### config.mk
export PLATFORM = sky130hd
export DESIGN_NAME = id_ex_stage
export DESIGN_NICKNAME = d
export VERILOG_FILES = /design/src/rtl/id_ex_pkg.sv /design/src/rtl/id_ex_stage_alu_ctrl_dec.sv /design/src/rtl/id_ex_stage.sv
export SDC_FILE = /design/constraint.sdc
export NUM_CORES = 1
export LEC_CHECK = 0
export BUFFER_PORTS_ARGS = -buffer_cell sky130_fd_sc_hd__buf_2
export CAP_MARGIN = 20
export CORE_MARGIN = 2
export CORE_UTILIZATION = 40
export CTS_BUF_LIST = sky130_fd_sc_hd__clkbuf_4 sky130_fd_sc_hd__clkbuf_8 sky130_fd_sc_hd__clkbuf_16
export DETAILED_ROUTE_END_ITERATION = 12
export HOLD_SLACK_MARGIN = 0.15
export PLACE_DENSITY = 0.8
export SYNTH_ARGS = -nofsm -noshare
export SYNTH_HDL_FRONTEND = slang
export SYNTH_SLANG_ARGS = --single-unit
### constraint.sdc
create_clock -name clk -period 0.8 [get_ports clk]
set_input_delay 0.12 -clock clk [delete_from_list [all_inputs] [get_ports clk]]
set_output_delay 0.12 -clock clk [all_outputs]
set_load 0.01 [all_outputs]
### src/rtl/id_ex_pkg.sv
// Shared decode constants, ALU codes and control bundle for the ID/EX stage.
// Optional operand forwarding is enabled by defining FWD_EN.
package id_ex_pkg;

    localparam logic [5:0] OP_RTYPE  = 6'h00;
    localparam logic [5:0] OP_REGIMM = 6'h01;
    localparam logic [5:0] OP_BEQ    = 6'h04;
    localparam logic [5:0] OP_BNE    = 6'h05;
    localparam logic [5:0] OP_ADDI   = 6'h08;
    localparam logic [5:0] OP_SLTI   = 6'h0A;
    localparam logic [5:0] OP_ANDI   = 6'h0C;
    localparam logic [5:0] OP_ORI    = 6'h0D;
    localparam logic [5:0] OP_LW     = 6'h23;
    localparam logic [5:0] OP_SW     = 6'h2B;

    localparam logic [5:0] F_ADD = 6'h20;
    localparam logic [5:0] F_SUB = 6'h22;
    localparam logic [5:0] F_AND = 6'h24;
    localparam logic [5:0] F_OR  = 6'h25;
    localparam logic [5:0] F_NOR = 6'h27;
    localparam logic [5:0] F_SLT = 6'h2A;

    localparam logic [3:0] ALU_ADD  = 4'b0000;
    localparam logic [3:0] ALU_SUB  = 4'b0001;
    localparam logic [3:0] ALU_AND  = 4'b0010;
    localparam logic [3:0] ALU_NOR  = 4'b0011;
    localparam logic [3:0] ALU_OR   = 4'b0100;
    localparam logic [3:0] ALU_SLT  = 4'b0101;
    localparam logic [3:0] ALU_BEQ  = 4'b0110;
    localparam logic [3:0] ALU_BNE  = 4'b0111;
    localparam logic [3:0] ALU_BGEZ = 4'b1111;

    typedef enum logic [1:0] {
        IMM_REG,
        IMM_SEXT,
        IMM_ZEXT,
        IMM_ZERO
    } imm_sel_e;

    typedef enum logic [1:0] {
        DEST_NONE,
        DEST_RD,
        DEST_RT
    } dest_sel_e;

    typedef struct packed {
        logic reg_write;
        logic mem_read;
        logic mem_write;
        logic branch;
    } ctrl_t;

endpackage

### src/rtl/id_ex_stage_alu_ctrl_dec.sv
// Combinational decode of opcode/funct/rt into ALU code, operand
// selection, destination selection and downstream control.
module alu_ctrl_dec
    import id_ex_pkg::*;
#(
    parameter int RW = 5
) (
    input  logic [5:0]    opcode,
    input  logic [5:0]    funct,
    input  logic [RW-1:0] rt,
    output logic [3:0]    alu_ctrl,
    output imm_sel_e      imm_sel,
    output logic          swap,
    output dest_sel_e     dest_sel,
    output ctrl_t         ctrl,
    output logic          illegal
);

    logic is_bgez;

    assign is_bgez = (opcode == OP_REGIMM) && (rt == RW'(1));

    always_comb begin
        alu_ctrl = ALU_ADD;
        imm_sel  = IMM_REG;
        swap     = 1'b0;
        dest_sel = DEST_NONE;
        ctrl     = '0;
        illegal  = 1'b0;
        unique case (1'b1)
            opcode == OP_RTYPE: begin
                dest_sel       = DEST_RD;
                ctrl.reg_write = 1'b1;
                case (funct)
                    F_ADD:   alu_ctrl = ALU_ADD;
                    F_SUB:   alu_ctrl = ALU_SUB;
                    F_AND:   alu_ctrl = ALU_AND;
                    F_NOR:   alu_ctrl = ALU_NOR;
                    F_OR:    alu_ctrl = ALU_OR;
                    F_SLT: begin
                        alu_ctrl = ALU_SLT;
                        swap     = 1'b1;
                    end
                    default: illegal = 1'b1;
                endcase
            end
            opcode == OP_ADDI: begin
                imm_sel        = IMM_SEXT;
                dest_sel       = DEST_RT;
                ctrl.reg_write = 1'b1;
            end
            opcode == OP_ANDI: begin
                alu_ctrl       = ALU_AND;
                imm_sel        = IMM_ZEXT;
                dest_sel       = DEST_RT;
                ctrl.reg_write = 1'b1;
            end
            opcode == OP_ORI: begin
                alu_ctrl       = ALU_OR;
                imm_sel        = IMM_ZEXT;
                dest_sel       = DEST_RT;
                ctrl.reg_write = 1'b1;
            end
            opcode == OP_SLTI: begin
                alu_ctrl       = ALU_SLT;
                imm_sel        = IMM_SEXT;
                swap           = 1'b1;
                dest_sel       = DEST_RT;
                ctrl.reg_write = 1'b1;
            end
            opcode == OP_LW: begin
                imm_sel        = IMM_SEXT;
                dest_sel       = DEST_RT;
                ctrl.reg_write = 1'b1;
                ctrl.mem_read  = 1'b1;
            end
            opcode == OP_SW: begin
                imm_sel        = IMM_SEXT;
                ctrl.mem_write = 1'b1;
            end
            opcode == OP_BEQ: begin
                alu_ctrl    = ALU_BEQ;
                ctrl.branch = 1'b1;
            end
            opcode == OP_BNE: begin
                alu_ctrl    = ALU_BNE;
                ctrl.branch = 1'b1;
            end
            is_bgez: begin
                alu_ctrl    = ALU_BGEZ;
                imm_sel     = IMM_ZERO;
                ctrl.branch = 1'b1;
            end
            default: illegal = 1'b1;
        endcase
    end

endmodule

### src/rtl/id_ex_stage.sv
// ID/EX register stage feeding the ALU; flush beats stall beats load.
// Define FWD_EN to add MEM/WB operand forwarding ahead of the register bank.
module id_ex_stage
    import id_ex_pkg::*;
#(
    parameter int DW = 32,
    parameter int RW = 5
) (
    input  logic          clk,
    input  logic          rst_n,
    input  logic          stall,
    input  logic          flush,
    input  logic          id_valid,
    input  logic [5:0]    id_opcode,
    input  logic [5:0]    id_funct,
    input  logic [RW-1:0] id_rs,
    input  logic [RW-1:0] id_rt,
    input  logic [RW-1:0] id_rd,
    input  logic [DW-1:0] id_rs_data,
    input  logic [DW-1:0] id_rt_data,
    input  logic [15:0]   id_imm,
`ifdef FWD_EN
    input  logic          fwd_mem_we,
    input  logic [RW-1:0] fwd_mem_rd,
    input  logic [DW-1:0] fwd_mem_data,
    input  logic          fwd_wb_we,
    input  logic [RW-1:0] fwd_wb_rd,
    input  logic [DW-1:0] fwd_wb_data,
`endif
    output logic          ex_valid,
    output logic [DW-1:0] entr1,
    output logic [DW-1:0] entr2,
    output logic [3:0]    alu_ctrl,
    output logic [DW-1:0] ex_store_data,
    output logic [RW-1:0] ex_dest,
    output logic          ex_reg_write,
    output logic          ex_mem_read,
    output logic          ex_mem_write,
    output logic          ex_branch,
    output logic          ex_illegal
);

    logic [3:0] dec_alu;
    imm_sel_e   dec_imm;
    logic       dec_swap;
    dest_sel_e  dec_dest;
    ctrl_t      dec_ctrl;
    logic       dec_illegal;

    alu_ctrl_dec #(.RW(RW)) u_dec (
        .opcode   (id_opcode),
        .funct    (id_funct),
        .rt       (id_rt),
        .alu_ctrl (dec_alu),
        .imm_sel  (dec_imm),
        .swap     (dec_swap),
        .dest_sel (dec_dest),
        .ctrl     (dec_ctrl),
        .illegal  (dec_illegal)
    );

    logic [DW-1:0] rs_val;
    logic [DW-1:0] rt_val;

`ifdef FWD_EN
    always_comb begin
        rs_val = id_rs_data;
        if (fwd_mem_we && fwd_mem_rd == id_rs && fwd_mem_rd != '0)
            rs_val = fwd_mem_data;
        else if (fwd_wb_we && fwd_wb_rd == id_rs && fwd_wb_rd != '0)
            rs_val = fwd_wb_data;
    end

    always_comb begin
        rt_val = id_rt_data;
        if (fwd_mem_we && fwd_mem_rd == id_rt && fwd_mem_rd != '0)
            rt_val = fwd_mem_data;
        else if (fwd_wb_we && fwd_wb_rd == id_rt && fwd_wb_rd != '0)
            rt_val = fwd_wb_data;
    end
`else
    logic unused_rs;
    assign unused_rs = ^id_rs;
    assign rs_val    = id_rs_data;
    assign rt_val    = id_rt_data;
`endif

    logic          valid_d, valid_q;
    logic [DW-1:0] entr1_d, entr1_q;
    logic [DW-1:0] entr2_d, entr2_q;
    logic [3:0]    alu_d, alu_q;
    logic [DW-1:0] store_d, store_q;
    logic [RW-1:0] dest_d, dest_q;
    ctrl_t         ctrl_d, ctrl_q;
    logic          illegal_d, illegal_q;

    logic [DW-1:0] opb;
    logic [RW-1:0] dest_idx;

    always_comb begin
        opb = rt_val;
        unique case (dec_imm)
            IMM_SEXT: opb = {{(DW-16){id_imm[15]}}, id_imm};
            IMM_ZEXT: opb = {{(DW-16){1'b0}}, id_imm};
            IMM_ZERO: opb = '0;
            default:  opb = rt_val;
        endcase
        dest_idx = '0;
        unique case (dec_dest)
            DEST_RD: dest_idx = id_rd;
            DEST_RT: dest_idx = id_rt;
            default: dest_idx = '0;
        endcase
    end

    always_comb begin
        valid_d   = 1'b0;
        entr1_d   = '0;
        entr2_d   = '0;
        alu_d     = '0;
        store_d   = '0;
        dest_d    = '0;
        ctrl_d    = '0;
        illegal_d = 1'b0;
        if (flush) begin
            valid_d = 1'b0;
        end else if (stall) begin
            valid_d   = valid_q;
            entr1_d   = entr1_q;
            entr2_d   = entr2_q;
            alu_d     = alu_q;
            store_d   = store_q;
            dest_d    = dest_q;
            ctrl_d    = ctrl_q;
            illegal_d = illegal_q;
        end else if (id_valid && dec_illegal) begin
            // trap marker travels down the pipe with no side effects
            valid_d   = 1'b1;
            illegal_d = 1'b1;
        end else if (id_valid) begin
            valid_d   = 1'b1;
            // ALU evaluates entr1 > entr2, so slt operands are swapped
            entr1_d   = dec_swap ? opb : rs_val;
            entr2_d   = dec_swap ? rs_val : opb;
            alu_d     = dec_alu;
            store_d   = rt_val;
            dest_d    = dest_idx;
            ctrl_d    = dec_ctrl;
            ctrl_d.reg_write = dec_ctrl.reg_write && (dest_idx != '0);
        end
    end

    always_ff @(posedge clk or negedge rst_n) begin
        if (!rst_n) begin
            valid_q   <= 1'b0;
            entr1_q   <= '0;
            entr2_q   <= '0;
            alu_q     <= '0;
            store_q   <= '0;
            dest_q    <= '0;
            ctrl_q    <= '0;
            illegal_q <= 1'b0;
        end else begin
            valid_q   <= valid_d;
            entr1_q   <= entr1_d;
            entr2_q   <= entr2_d;
            alu_q     <= alu_d;
            store_q   <= store_d;
            dest_q    <= dest_d;
            ctrl_q    <= ctrl_d;
            illegal_q <= illegal_d;
        end
    end

    assign ex_valid      = valid_q;
    assign entr1         = entr1_q;
    assign entr2         = entr2_q;
    assign alu_ctrl      = alu_q;
    assign ex_store_data = store_q;
    assign ex_dest       = dest_q;
    assign ex_reg_write  = ctrl_q.reg_write;
    assign ex_mem_read   = ctrl_q.mem_read;
    assign ex_mem_write  = ctrl_q.mem_write;
    assign ex_branch     = ctrl_q.branch;
    assign ex_illegal    = illegal_q;

endmodule

# Yosys cells after proc, flatten, opt, wreduce, memory -nomap -nowiden

Cells that the tools add are included.
Widths: inputs -> output; s select.

Bits of input ports: 112
Register bits: 111
Output and inout bits: 111
Word-level logic and storage cells: 92

Eq/ne operators: 22
Mux-type cells: 47
Reductions and logical operators: 12

Operators by type and width:

| operator           | number |
|---|---|
| $mux 32            | 14 |
| $pmux 32 s3        | 1 |
| $eq 6x6->1 const B | 8 |
| $mux 4             | 8 |
| $pmux 4 s7         | 1 |
| $eq 6x4->1 const B | 4 |
| $mux 5             | 4 |
| $pmux 3 s5         | 1 |
| $mux 1             | 13 |
| $eq 6x3->1 const B | 2 |
| $reduce_or 6->1    | 2 |
| $pmux 5 s2         | 1 |
| $reduce_or 9->1    | 1 |
| $eq 2x2->1 const B | 3 |
| $eq 6x1->1 const B | 1 |
| $logic_not 6->1    | 1 |
| $pmux 2 s3         | 1 |
| $eq 5x1->1 const B | 1 |
| $reduce_bool 5->1  | 1 |
| $reduce_or 5->1    | 1 |
| $eq 2x1->1 const B | 2 |
| $pmux 1 s2         | 2 |
| $pmux 2 s2         | 1 |
| $reduce_or 4->1    | 1 |
| other kinds (4)    | 6 |

# Logic depth before layout (Yosys ltp)

Word-level depth: 11
Depth in mapped cells: 11
Mapped depth without buffers: 10

# Cells and area by module

From an unflattened synthesis, not the netlist that was laid out.

Cell total of the unflattened synthesis: 578
Area, all modules: 5888.1 sq um

Modules (own cells, without submodules):

| module       | sequential area each (sq um) | times used | cells an instance | area an instance (sq um) |
|---|---|---|---|---|
| id_ex_stage  | 2777.7                       | 1          | 512               | 5472.7 |
| alu_ctrl_dec | 0.0                          | 1          | 66                | 415.4 |

# Worst setup path before layout

OpenSTA, ideal clock, no wires.

Path kind: in2reg
Start point: in id_opcode[1]
End point: reg ctrl_q, in the netlist ex_reg_write
Library setup time: 0.133 ns
Required time: 0.667 ns
Setup slack: -1.321 ns
Buffers on the path: 1
Arrival: 1.988 ns
Stages: 9
Path through: buf_4 nor4_1 nand2_1 ha_1 a22oi_1 nor2_1 or4_1 o22ai_1 o21ai_0

Cells in the longest elaborated chain, start to end: 11
Elaborated cells on any way between the ends: 27
Classes of those cells: eq/ne (11); mux (8); reduce/logical (8)

RTL lines:

| element                                         | line                           | source |
|---|---|---|
| start, declared                                 | id_ex_stage.sv:14              | `input logic [5:0] id_opcode,` |
| $eq 6x6->1 (tied with other cells)              | id_ex_stage_alu_ctrl_dec.sv:71 | `opcode == OP_LW: begin` |
| $reduce_or 5->1 (no line)                       | n/a                            |  |
| $pmux 2 s2                                      | id_ex_stage_alu_ctrl_dec.sv:30 | `unique case (1'b1)` |
| $eq 2x2->1 / $eq 2x1->1 (equally long branches) | id_ex_stage.sv:109             | `unique case (dec_dest)` |
| $pmux 5 s2                                      | id_ex_stage.sv:109             |  |
| $reduce_bool 5->1                               | id_ex_stage.sv:149             | `ctrl_d.reg_write = dec_ctrl.reg_write && (dest_idx != '0);` |
| $logic_and 1x1->1                               | id_ex_stage.sv:149             |  |
| $mux 4                                          | id_ex_stage.sv:140             | `end else if (id_valid) begin` |
| $mux 4 *                                        | id_ex_stage.sv:136             | `end else if (id_valid && dec_illegal) begin` |
| $mux 4 *                                        | id_ex_stage.sv:127             | `end else if (stall) begin` |
| $mux 4 *                                        | id_ex_stage.sv:125             | `if (flush) begin` |
| end signal, assigned                            | id_ex_stage.sv:170             | `ctrl_q <= ctrl_d;` |
| end, declared                                   | id_ex_stage.sv:94              | `ctrl_t ctrl_d, ctrl_q;` |

Mark *: on every way between the ends. The rest lies on a longest branch, timed or not. The select of a mux whose other input is x is not followed.
A chain may end at the register's enable or synchronous reset.

# Worst setup path after layout

Start point: in id_opcode[2]
End point: reg ctrl_q, in the netlist ex_reg_write

The elaborated chain is that of the path after synthesis.

==> metrics.csv <==
metric,value,unit
leading area contributor after synthesis,dfrtp_1,
worst vdd ir,0.000862,V
sw frac,27.7,%
port bufs,217,
placed wire-length estimate,11900,um
Avg Inst Size Synth,10.4,sq um
leakage power,4.86,nW
critical path's slowest cell,or4_1,
number of antenna violations at the first check in global routing,1,
largest cells by area after synthesis,"dfrtp_1, a22o_1, a32oi_1, o21ai_0, nor2_1",
RSZ-0062 raised after global routing,yes,
Cells after DPL,922,
WL per Instance,20.7,um
Max clock buf depth,2,
Max Slew Vio Count,0,
TritonCTS Sinks,111,
DRC viols,0,
Netlist cell types,44,
die area,14100,sq um
via/cell ratio,5.65,
width of the chip,119,um
Syn Nets,618,
Initial Util,41.3,%
post-route ant nets,0,
FMAX,559,MHz
Worst path top cell family by delay,simple AND/OR/NAND/NOR gates,
setup violators final,221,
DR iter-0 viols,550,
r2r setup slk,-130,ps
Post-Synthesis Cells,504,
"FFs w/ async S/R, synth",100,%
Switching Power,3.42,mW
critical path launch point type,input port,
post-synthesis sequential area ratio,52.8,%
Flop pwr share,46.1,%
fin crit share,223,%
CTS tree,yes,
layout cell share with drive strength beyond 1,51.7,%
Max Cap Viol,0,
netlist area before placement,5260,sq um
ys flop type,dfrtp_1,
Die Y,119,um
path type of the worst setup path,in -> reg,
WP data arrival,2030,ps
first-pass GRT wire length,33100,um
CTS Buf Count,9,
relative slew slack,70.4,%
outcome,"finished, violations left",
via count,6097,
Hold Crit Class,in -> reg,
pwr dens,1270,nW/um^2
vias in the first global route,6263,
WP buf/inv,2,
H-Tree Depth,3,
Synth warnings,0,
clock share of power,36.8,%
Worst-path clk slew,80,ps
count of non-filler cells in the finished layout,1080,
Core Area,12700,sq um
Skew-Pair Late Insertion Delay,350,ps
grt met1 use,37.1,%
area share of the largest cell type after synthesis,52.8,%
failing checks,negative setup slack,
Hold Fails Final Rpt,0,
GR peak layer,met2,
Total Wirelength,22300,um
Setup Skew,0,ps
fin area,9710,sq um
sequence of cells on the critical path,"buf_8, mux2i_4, a32oi_2, nor2_4, inv_2, ha_4, a22oi_2, nor2_1, or4_1, o22ai_2, o21ai_1",
largest net degree at the start of global routing,60,
Placed Instance Area,7080,sq um
"EDFF count, synth",0,
Pre-Repair DR Iteration Count,5,
cts hold-fix bufs,58,
crit path max fanout,5,
row count,41,
all-layer global routing usage,29.7,%
min cycle time layout,1790,ps
Area Growth Syn to Fin,84.5,%
CP endpoint kind,flop,
Setup WS post-layout,-987,ps
grt ovf,0,
M2 GR Usage,50.4,%
GP Congestion,0.898,
setup TNS,-112580,ps
cell internal pwr,8.94,mW
Worst Max-Slew Pin Slew,442,ps
max incr delay on CP,570,ps
Final nets,1016,
Critical Path RT,1040,ps
io pins,223,
Synth Register Bits,111,
met3 Resource Use GR,5.98,%
clk root buf,clkbuf_16,
Comb pwr share,17.0,%
fillers,802,
==> path summary, 6_finish.rpt <==
path,startpoint,end,cells after the start
max in group asynchronous,rst_n,entr1[10],3
max reg2reg,entr1[27],entr1[27],3
max,id_opcode[2],ex_reg_write,11
min,id_rs_data[26],entr1[26],3
min in group asynchronous,rst_n,alu_ctrl[0],2
min reg2reg,entr2[10],entr2[10],2
==> stage by stage <==
| step | hold slack [ps] | util, % | worst slack (ps) | power [mW] |
|---|---|---|---|---|
| 2_1_floorplan | -176 | - | -1140 | 6.40 |
| 3_3_place_gp | -67.6 | 55.6 | -1260 | 7.24 |
| 3_5_place_dp | -67.1 | 55.6 | -1340 | 7.26 |
| 4_1_cts | 28.9 | 73.0 | -891 | 12.2 |
| 5_1_grt | 66.5 | 76.3 | -1040 | 12.8 |
| 6_report | 60.6 | 76.3 | -987 | 12.4 |
==> state kept, by name, indices dropped and copies added (netlist names), 4 cells and up <==
name and count:
entr1 32, ex_store_data 32, alu_ctrl 4, ex_dest 5, entr2 32
==> placed cells by master, fill, tap and decap left out, drive strengths merged, types with 2 or more instances in the layout <==
master	n
a21o	2
a21oi	22
a22o	54
a22oi	7
a32o	2
a32oi	35
buf	369
clkbuf	11
clkinv	4
dfrtp	111
dlygate4sd3	58
ha	2
inv	6
mux2i	17
nand2	45
nand2b	3
nand3	4
nand3b	2
nor2	46
nor2b	3
nor3	2
nor3b	4
o211ai	4
o21ai	73
o31ai	2
o41ai	2
or2	2
or3b	2
==> worst reg2reg max path: stages (launching register included) <==
cell     delay, ps
dfrtp_1        390
buf_4          130
a32oi_1        180
o21ai_1        110
==> area by class of cell <==
class	instances	area (sq um)	area share (%)
diodes	1	2.50	0.0258
repair buffers	429	3670	37.9
well taps	172	215	2.22
multi-input cells	348	2730	28.1
clock inverters	7	73.8	0.761
flip-flops and latches	111	2780	28.6
inverters	3	11.3	0.116
clock buffers	9	225	2.32
==> synth_stat cells, types with 3 or more instances <==
library cell	count
o21ai_0	53
nor2b_1	3
nand2_1	45
nor2_1	46
nand3_1	4
nand2b_1	3
a22o_1	54
nor3b_1	4
buf_6	11
a32oi_1	35
a21oi_1	22
a22oi_1	7
clkbuf_1	23
inv_1	3
buf_2	9
o21ai_1	20
mux2i_1	17
dfrtp_1	111
==> timing repair <==
item,CTS,global route
pin swaps,46,25
gates resized for setup,104,65
setup buffers,61,5
gates cloned,16,2
hold endpoints to repair,206,16
setup endpoints to repair,220,222
==> power groups by stage <==
stage          registers, mW  clock network [mW]  logic (mW)
5_1_grt                 5.71                4.83        2.25
4_1_cts                 5.69                4.59        1.93
6_report                5.70                4.55        2.11
3_5_place_dp            5.80                   0        1.45
3_3_place_gp            5.80                   0        1.43
2_1_floorplan           5.83                   0       0.570
==> routing by layer <==
layer | routed length [um] | part of all wire (%)
met1 | 8490 | 38
met2 | 11600 | 52
met3 | 1570 | 7.0
met4 | 685 | 3.1
met5 | 0 | 0
==> cell families (layout without fill, tap and decap cells) <==
| kind of cell | count (synthesis) | after routing | synth area share (%) |
|---|---|---|---|
| flops | 111 | 111 | 52.8 |
| buf+inv | 48 | 448 | 5.28 |
| compound gates | 204 | 207 | 27.4 |
| mux | 18 | 18 | 3.45 |
| simple gates | 120 | 120 | 10.5 |
| fa+ha+maj | 2 | 2 | 0.476 |
| other cells | 0 | 1 | 0 |
| xor+xnor | 1 | 1 | 0.167 |
No activity file was read; power rests on OpenSTA's default activity.
